--- config.mk ---
export PLATFORM = sky130hd
export DESIGN_NAME = counter_ctrl
export DESIGN_NICKNAME = d
export VERILOG_FILES = /design/src/rtl/counter_ctrl_pkg.sv /design/src/rtl/counter_prescaler.sv /design/src/rtl/counter_ctrl.sv
export SDC_FILE = /design/constraint.sdc
export NUM_CORES = 1
export LEC_CHECK = 0
export BUFFER_PORTS_ARGS = -buffer_cell sky130_fd_sc_hd__buf_2
export CELL_PAD_IN_SITES_DETAIL_PLACEMENT = 1
export CELL_PAD_IN_SITES_GLOBAL_PLACEMENT = 2
export CORE_MARGIN = 4
export CORE_UTILIZATION = 33
export CTS_CLUSTER_DIAMETER = 60
export CTS_CLUSTER_SIZE = 25
export DETAILED_ROUTE_END_ITERATION = 8
export MAX_ROUTING_LAYER = met4
export PLACE_DENSITY_LB_ADDON = 0.1
export REMOVE_ABC_BUFFERS = 1
export SYNTH_ARGS = -nofsm -noshare
export SYNTH_HDL_FRONTEND = slang
export SYNTH_SLANG_ARGS = --single-unit
export TNS_END_PERCENT = 30
--- constraint.sdc ---
create_clock -name clk -period 4.3 [get_ports clk]
set_input_delay 0.215 -clock clk [delete_from_list [all_inputs] [get_ports clk]]
set_output_delay 0.215 -clock clk [all_outputs]
set_load 0.02 [all_outputs]
--- src/rtl/counter_ctrl_pkg.sv ---
// counter_ctrl_pkg
//   Shared types for the interval-timer controller:
//   - DEF_WIDTH / DEF_PS_W : default count/limit and prescale widths
//   - state_e              : controller state encoding (2-bit)
//   - cfg_t                : configuration bundle at the default widths
package counter_ctrl_pkg;

    localparam int DEF_WIDTH = 8;
    localparam int DEF_PS_W  = 4;

    typedef enum logic [1:0] {
        ST_IDLE = 2'd0,
        ST_RUN  = 2'd1,
        ST_DONE = 2'd2
    } state_e;

    typedef struct packed {
        logic [DEF_WIDTH-1:0] limit;
        logic [DEF_PS_W-1:0]  prescale;
        logic                 autoreload;
    } cfg_t;

endpackage

--- src/rtl/counter_prescaler.sv ---
// counter_prescaler
//   Divides enabled cycles by (div+1): tick is high on the enabled cycle in
//   which the prescaler sits at div, and the prescaler then returns to 0.
//   Ports:
//     clk   in   system clock
//     rst   in   synchronous active-high reset
//     clr   in   synchronous clear of the prescaler (start/abort)
//     en    in   advance the prescaler this cycle
//     div   in   divider value P
//     tick  out  combinational terminal-tick strobe
module counter_prescaler
    import counter_ctrl_pkg::*;
#(
    parameter int PS_W = DEF_PS_W
) (
    input  logic            clk,
    input  logic            rst,
    input  logic            clr,
    input  logic            en,
    input  logic [PS_W-1:0] div,
    output logic            tick
);

    logic [PS_W-1:0] r_ps;
    logic            w_at_div;

    assign w_at_div = (r_ps == div);
    assign tick     = en && w_at_div;

    always_ff @(posedge clk) begin
        if (rst || clr) begin
            r_ps <= '0;
        end else if (en) begin
            r_ps <= w_at_div ? '0 : r_ps + 1'b1;
        end
    end

endmodule

--- src/rtl/counter_ctrl.sv ---
// counter_ctrl
//   Programmable interval-timer controller. Latches a configuration
//   (limit L, prescale P, one-shot/auto-reload), runs the event counter on
//   start, freezes it on pause, cancels on abort and flags terminal count
//   with a one-cycle done pulse plus a sticky irq.
//   Ports:
//     clk, rst                     clock, synchronous active-high reset
//     cfg_valid / cfg_ready        configuration handshake (ready in IDLE/DONE)
//     cfg_limit / cfg_prescale     terminal count L, divider P
//     cfg_autoreload               1 = periodic, 0 = one-shot
//     start, abort, irq_clr        control pulses
//     pause                        level; freezes the run while high
//     count                        registered current count
//     busy                         registered, high in RUN
//     done                         one-cycle pulse at the terminal tick
//     irq                          sticky terminal flag
module counter_ctrl
    import counter_ctrl_pkg::*;
#(
    parameter int WIDTH = DEF_WIDTH,
    parameter int PS_W  = DEF_PS_W
) (
    input  logic             clk,
    input  logic             rst,
    input  logic             cfg_valid,
    output logic             cfg_ready,
    input  logic [WIDTH-1:0] cfg_limit,
    input  logic [PS_W-1:0]  cfg_prescale,
    input  logic             cfg_autoreload,
    input  logic             start,
    input  logic             pause,
    input  logic             abort,
    input  logic             irq_clr,
    output logic [WIDTH-1:0] count,
    output logic             busy,
    output logic             done,
    output logic             irq
);

    // Same layout as cfg_t, sized by this instance's parameters.
    typedef struct packed {
        logic [WIDTH-1:0] limit;
        logic [PS_W-1:0]  prescale;
        logic             autoreload;
    } lcfg_t;

    state_e           r_state, w_state_nxt;
    lcfg_t            r_cfg, w_cfg_nxt;
    logic [WIDTH-1:0] r_count, w_count_nxt;
    logic             r_busy;
    logic             r_done, w_done_nxt;
    logic             r_irq, w_irq_nxt;

    logic             w_tick;
    logic             w_ps_clr;
    logic             w_ps_en;
    logic             w_at_limit;

    assign cfg_ready  = (r_state == ST_IDLE) || (r_state == ST_DONE);
    assign w_at_limit = (r_count == r_cfg.limit);

    // Prescaler restarts from 0 on any accepted start and on abort.
    assign w_ps_clr = abort || (start && (r_state != ST_RUN));
    assign w_ps_en  = (r_state == ST_RUN) && !pause;

    counter_prescaler #(
        .PS_W (PS_W)
    ) u_prescaler (
        .clk  (clk),
        .rst  (rst),
        .clr  (w_ps_clr),
        .en   (w_ps_en),
        .div  (r_cfg.prescale),
        .tick (w_tick)
    );

    always_ff @(posedge clk) begin
        if (rst) begin
            r_state <= ST_IDLE;
        end else begin
            r_state <= w_state_nxt;
        end
    end

    always_comb begin
        w_state_nxt = r_state;
        w_count_nxt = r_count;
        w_done_nxt  = 1'b0;
        w_irq_nxt   = r_irq;
        w_cfg_nxt   = r_cfg;

        // Config is latched whenever ready, including during an abort cycle.
        if (cfg_valid && cfg_ready) begin
            w_cfg_nxt = '{limit: cfg_limit, prescale: cfg_prescale,
                          autoreload: cfg_autoreload};
        end

        if (irq_clr) begin
            w_irq_nxt = 1'b0;
        end

        if (abort) begin
            // Abort overrides a same-cycle start or terminal tick.
            w_state_nxt = ST_IDLE;
            w_count_nxt = '0;
        end else begin
            case (r_state)
                ST_IDLE, ST_DONE: begin
                    if (start) begin
                        w_state_nxt = ST_RUN;
                        w_count_nxt = '0;
                    end
                end
                ST_RUN: begin
                    if (w_tick) begin
                        if (w_at_limit) begin
                            w_done_nxt = 1'b1;
                            w_irq_nxt  = 1'b1;   // set beats irq_clr
                            if (r_cfg.autoreload) begin
                                w_count_nxt = '0;
                            end else begin
                                w_state_nxt = ST_DONE;
                            end
                        end else begin
                            w_count_nxt = r_count + 1'b1;
                        end
                    end
                end
                default: begin
                    w_state_nxt = ST_IDLE;
                    w_count_nxt = '0;
                end
            endcase
        end
    end

    always_ff @(posedge clk) begin
        if (rst) begin
            r_cfg   <= '0;
            r_count <= '0;
            r_busy  <= 1'b0;
            r_done  <= 1'b0;
            r_irq   <= 1'b0;
        end else begin
            r_cfg   <= w_cfg_nxt;
            r_count <= w_count_nxt;
            r_busy  <= (w_state_nxt == ST_RUN);
            r_done  <= w_done_nxt;
            r_irq   <= w_irq_nxt;
        end
    end

    assign count = r_count;
    assign busy  = r_busy;
    assign done  = r_done;
    assign irq   = r_irq;

endmodule
After elaboration in Yosys (flattened, before gate mapping). Cells that the tools add are included.

Word-level logic and storage cells: 53. Bits of input ports: 20. Bits in registers: 30. Output and inout port bits: 12.

Bitwise operators: 2. Add/subtract/negate cells: 2. Reductions and logical operators: 13. Muxes and demuxes: 18. Equality and inequality tests: 9.

Operator list (count): $mux W8 (4); $pmux W8 S2 (1); $mux W2 (5); $add A8 B1 Y8 const B (1); $eq A8 B8 Y1 (1); $mux W1 (6); $add A4 B1 Y4 const B (1); $eq A2 B1 Y1 const B (2); $eq A4 B4 Y1 (1); $logic_and A1 B1 Y1 (4); $mux W4 (1); $ne A2 B1 Y1 const B (2); $pmux W2 S2 (1); $reduce_or A2 Y1 (2); $reduce_or A4 Y1 (1); $logic_or A1 B1 Y1 (3); $ne A3 B3 Y1 const B (1); $reduce_and A3 Y1 (1); $eq A2 B2 Y1 const B (1); $logic_not A2 Y1 (1); $ne A2 B2 Y1 const B (1); $not A1 Y1 (2); $logic_not A1 Y1 (1).

Logic depth before layout (Yosys ltp).
Depth in word-level cells: 7. Gate-level depth with buffers: 7. Mapped depth without buffers: 5.

Cells and area by module. A second synthesis with hierarchy kept.

Cell total of the unflattened synthesis: 164. Area, all modules: 1482.7 µm².

By module, submodules not included: counter_ctrl (times used 1, area an instance 1216.2 µm², cells each 138); counter_prescaler (times used 1, area an instance 266.5 µm², cells each 26).

Worst setup path before layout. OpenSTA, ideal clock, no wires.

Path type: register to register. From: register r_count[4] (netlist: count[4]). To: register r_count[5] (netlist: count[5]). Clock period less this slack: 1813 ps. Required time: 4178 ps. Setup slack: 2487 ps. Buffers on the path: 2. Setup time: 122 ps. Cell stages (with the launch flop): 8. Arrival time: 1691 ps. Cells stage by stage: dfxtp_1 -> xnor2_1 -> nand4_1 -> or2_0 -> buf_2 -> and2_4 -> buf_6 -> a221o_1.

Word-level cells in the longest chain between the ends: 4. Elaborated cells between the ends (all ways): 7.

RTL lines: from (decl) (line counter_ctrl.sv:49) `logic [WIDTH-1:0] r_count, w_count_nxt;`; from (signal assigned) (line counter_ctrl.sv:146) `r_count <= w_count_nxt;`; $add A8 B1 Y8 / $eq A8 B8 Y1 (equally long branches) (line counter_ctrl.sv:125, counter_ctrl.sv:60); $mux W8 (line counter_ctrl.sv:116) `if (w_at_limit) begin`; $mux W8 (line counter_ctrl.sv:115) `if (w_tick) begin`; $pmux W8 S2 (line counter_ctrl.sv:107) `case (r_state)`.

Several ways; a longest one is shown, not always the timed one. The select of a mux whose other input is x is not followed. A chain may end at the register's enable or synchronous reset.

Worst setup path in the final report.
From: register r_state[0]. To: register r_count[4] (netlist: count[4]).

Word-level cells in the longest chain between the ends: 5. Elaborated cells between the ends (all ways): 11.

RTL lines: from (decl) (line counter_ctrl.sv:47) `state_e r_state, w_state_nxt;`; from (signal assigned) (line counter_ctrl.sv:81) `r_state <= w_state_nxt;`; $eq A2 B1 Y1 (line counter_ctrl.sv:64, counter_ctrl.sv:107); $logic_and A1 B1 Y1 (line counter_ctrl.sv:64) `assign w_ps_en = (r_state == ST_RUN) && !pause;`; $logic_and A1 B1 Y1 (line counter_prescaler.sv:28) `assign tick = en && w_at_div;`; $ne A2 B1 Y1 (no line); $reduce_and A3 Y1 (no line).

Several ways; a longest one is shown, not always the timed one.

==> metrics <==
status=completed; fraction of registers with async set/reset=0%; Min Clock Period, post-route=1.90 ns; Critical R2R Launch=r_state[0]; Max-slew headroom=43.2%; IO buf count=31; worst hold start=cfg_prescale[3]; layout cell share with drive strength beyond 1=22.1%; Worst R2R End=count[4]; met3 usage=4.24%; Tot GR Track Use=15.5%; most common cell after layout, fill and taps aside=nand2_1; DR iter-0 viols=61; static leakage=0.699 nW; TritonCTS clock tree=done; Placer Congestion=0.792; Post-CTS Resized=0; CP Launch Point=r_state[0]; Cells after Synth=170; worst slack at placement=2.42 ns; final hold violations=0; antenna diode count=0; starting utilization of the core area=34.6%; endpoint class of the critical path=register; r2r setup slk=2.40 ns; fin. max-slew vios=0; met2 usage=24.0%; synth warn=0; Syn Area/Cell=8.27 um^2; maximum clock path buffer count=2; # DRC=0; Antenna Nets Post-Route=0; placed instance area=1600 um^2; Hold Crit Class=input pin to register; CP Max Fanout=7; Max VDD drop=0.000172 V; PnR worst setup slack=2.40 ns; first-pass GRT wire length=6.14 mm; DR vias=1276; Clock Sinks=30; DR vias/cell=5.02; Clock Tree Root=clkbuf_8; final WL=3.63 mm; number of synthesized flops with an enable pin=0; largest net degree at the start of global routing=17; Core Box Area=4060 um^2; period utilization=44.1%; Final HPWL DP=2.84 mm; Cell Count, Final, Fillers Out=254; DR pass1 iterations=7; setup TNS=0 ns; die width=73.3 um; Crit Path Class=register to register; cts hold-fix bufs=0; max_cap viols=0; critical path arrival=2.06 ns; vias in the first global route=1347; clk_lat worst skew=0.28 ns; total power=582 uW; row count=23; Post-CTS Setup Inserts=0; worst endpoint required time=4.47 ns; final setup violation count=0; Hold Path End=r_cfg[4]; DIE AREA=5370 um^2; Final #Nets=225; # placed instances=246; Slew @ Worst Pin=0.850 ns; unrepaired setup endpoints after global routing=false; IO Pins=32; FF-to-FF path depth=5; Final Cell Area=1690 um^2; most frequent cells in the layout=nand2_1 (42), buf_2 (31), dfxtp_1 (30); Critical Path Source Type=register; final hold slack=0.175 ns; PwrDens=345 nW/um^2; routed len/inst=14.3 um; Final Util=41.6%; initial antenna violation count=0; CTS Buf Count=5; GRT busiest layer=met2; Seq cells post-synth=30; unique cell type count in the Yosys netlist=34; grt ovf=0; chip height=73.3 um; met1 usage=18.7%; H-tree lvl count=2; Hold Path Cell Cnt=3; area grow syn2layout=20.0%; predominant post-synthesis flop cell=dfxtp_1; Clock transition at path regs=0.06 ns; synthesized area=1410 um^2; clk_skew=0.00586 ns; f_max=527 MHz; Seq/Total Area, Yosys=42.7%
## cells in the mapped netlist (2+ instances only)
cell	n	share of area [%]
mux2i_1	2	1.4
o21ai_0	5	1.8
nor2b_1	5	2.2
nand2_1	42	11
xor2_1	6	3.7
nand2b_1	2	0.89
o31ai_1	2	1.1
clkbuf_1	3	0.80
ha_1	2	1.8
xnor2_1	8	5.0
nor2_1	12	3.2
dfxtp_1	30	43
a221o_1	6	4.3
nor3_1	4	1.4
nand3_1	3	1.1
nand4_1	3	1.3
nor3b_1	2	1.1
a21oi_1	17	6.1
## metal layers
| metal | wire length [um] | up-vias | part of all wire (%) |
|---|---|---|---|
| met2 | 1680 | 32 | 46 |
| met3 | 166 | 4 | 4.6 |
| li1 | - | 648 | - |
| met1 | 1740 | 592 | 48 |
| met5 | 0 | - | 0 |
| met4 | 40 | 0 | 1.1 |
## registers in the layout, summed over array words and instances, names as in the netlist
register,cells
done,1
u_prescaler.r_ps,4
count,8
r_cfg,13
busy,1
r_state,2
irq,1
## power breakdown
part | total (mW) | leakage, nW | switching [mW] | internal, mW
clock network | 0.230 | 0.0482 | 0.101 | 0.129
logic | 0.0583 | 0.407 | 0.0348 | 0.0234
registers | 0.294 | 0.244 | 0.00704 | 0.287
## worst max-delay path by stage
| stage | endpoint | cells past startpoint | slack, ns |
|---|---|---|---|
| 2_1_floorplan | count[5] | 5 | 2.60 |
| 3_3_place_gp | count[3] | 5 | 2.48 |
| 3_5_place_dp | count[4] | 5 | 2.42 |
| 4_1_cts | count[4] | 5 | 2.40 |
| 5_1_grt | count[2] | 5 | 2.27 |
| 6_report | count[4] | 5 | 2.40 |
## cells by family after synthesis
family | after synthesis | synth area share, %
and+or+nand+nor | 82 | 27.2
AOI/OAI and AO/OA | 33 | 14.8
DFF | 30 | 42.7
xor gates and xnor gates | 15 | 9.88
buffers and inverters | 6 | 2.23
muxes | 2 | 1.42
adders and majority gates | 2 | 1.78
## worst max-delay path, cell delays in order, from the launching register on
cell and delay [ns]:
dfxtp_1 0.44, nand2b_1 0.21, nor2_2 0.26, nand2_1 0.20, o21a_1 0.30, a221o_1 0.37
## area by class of cell
type / instances / area (um^2)
clock buffers: 7 / 86.3
clock inverters: 1 / 5.00
fillers: 506 / 2370
inverters: 1 / 3.75
multi-input cells: 134 / 773
flip-flops and latches: 30 / 601
well taps: 50 / 62.6
repair buffers: 31 / 155
Note: power is estimated with default switching activity, not from simulation.
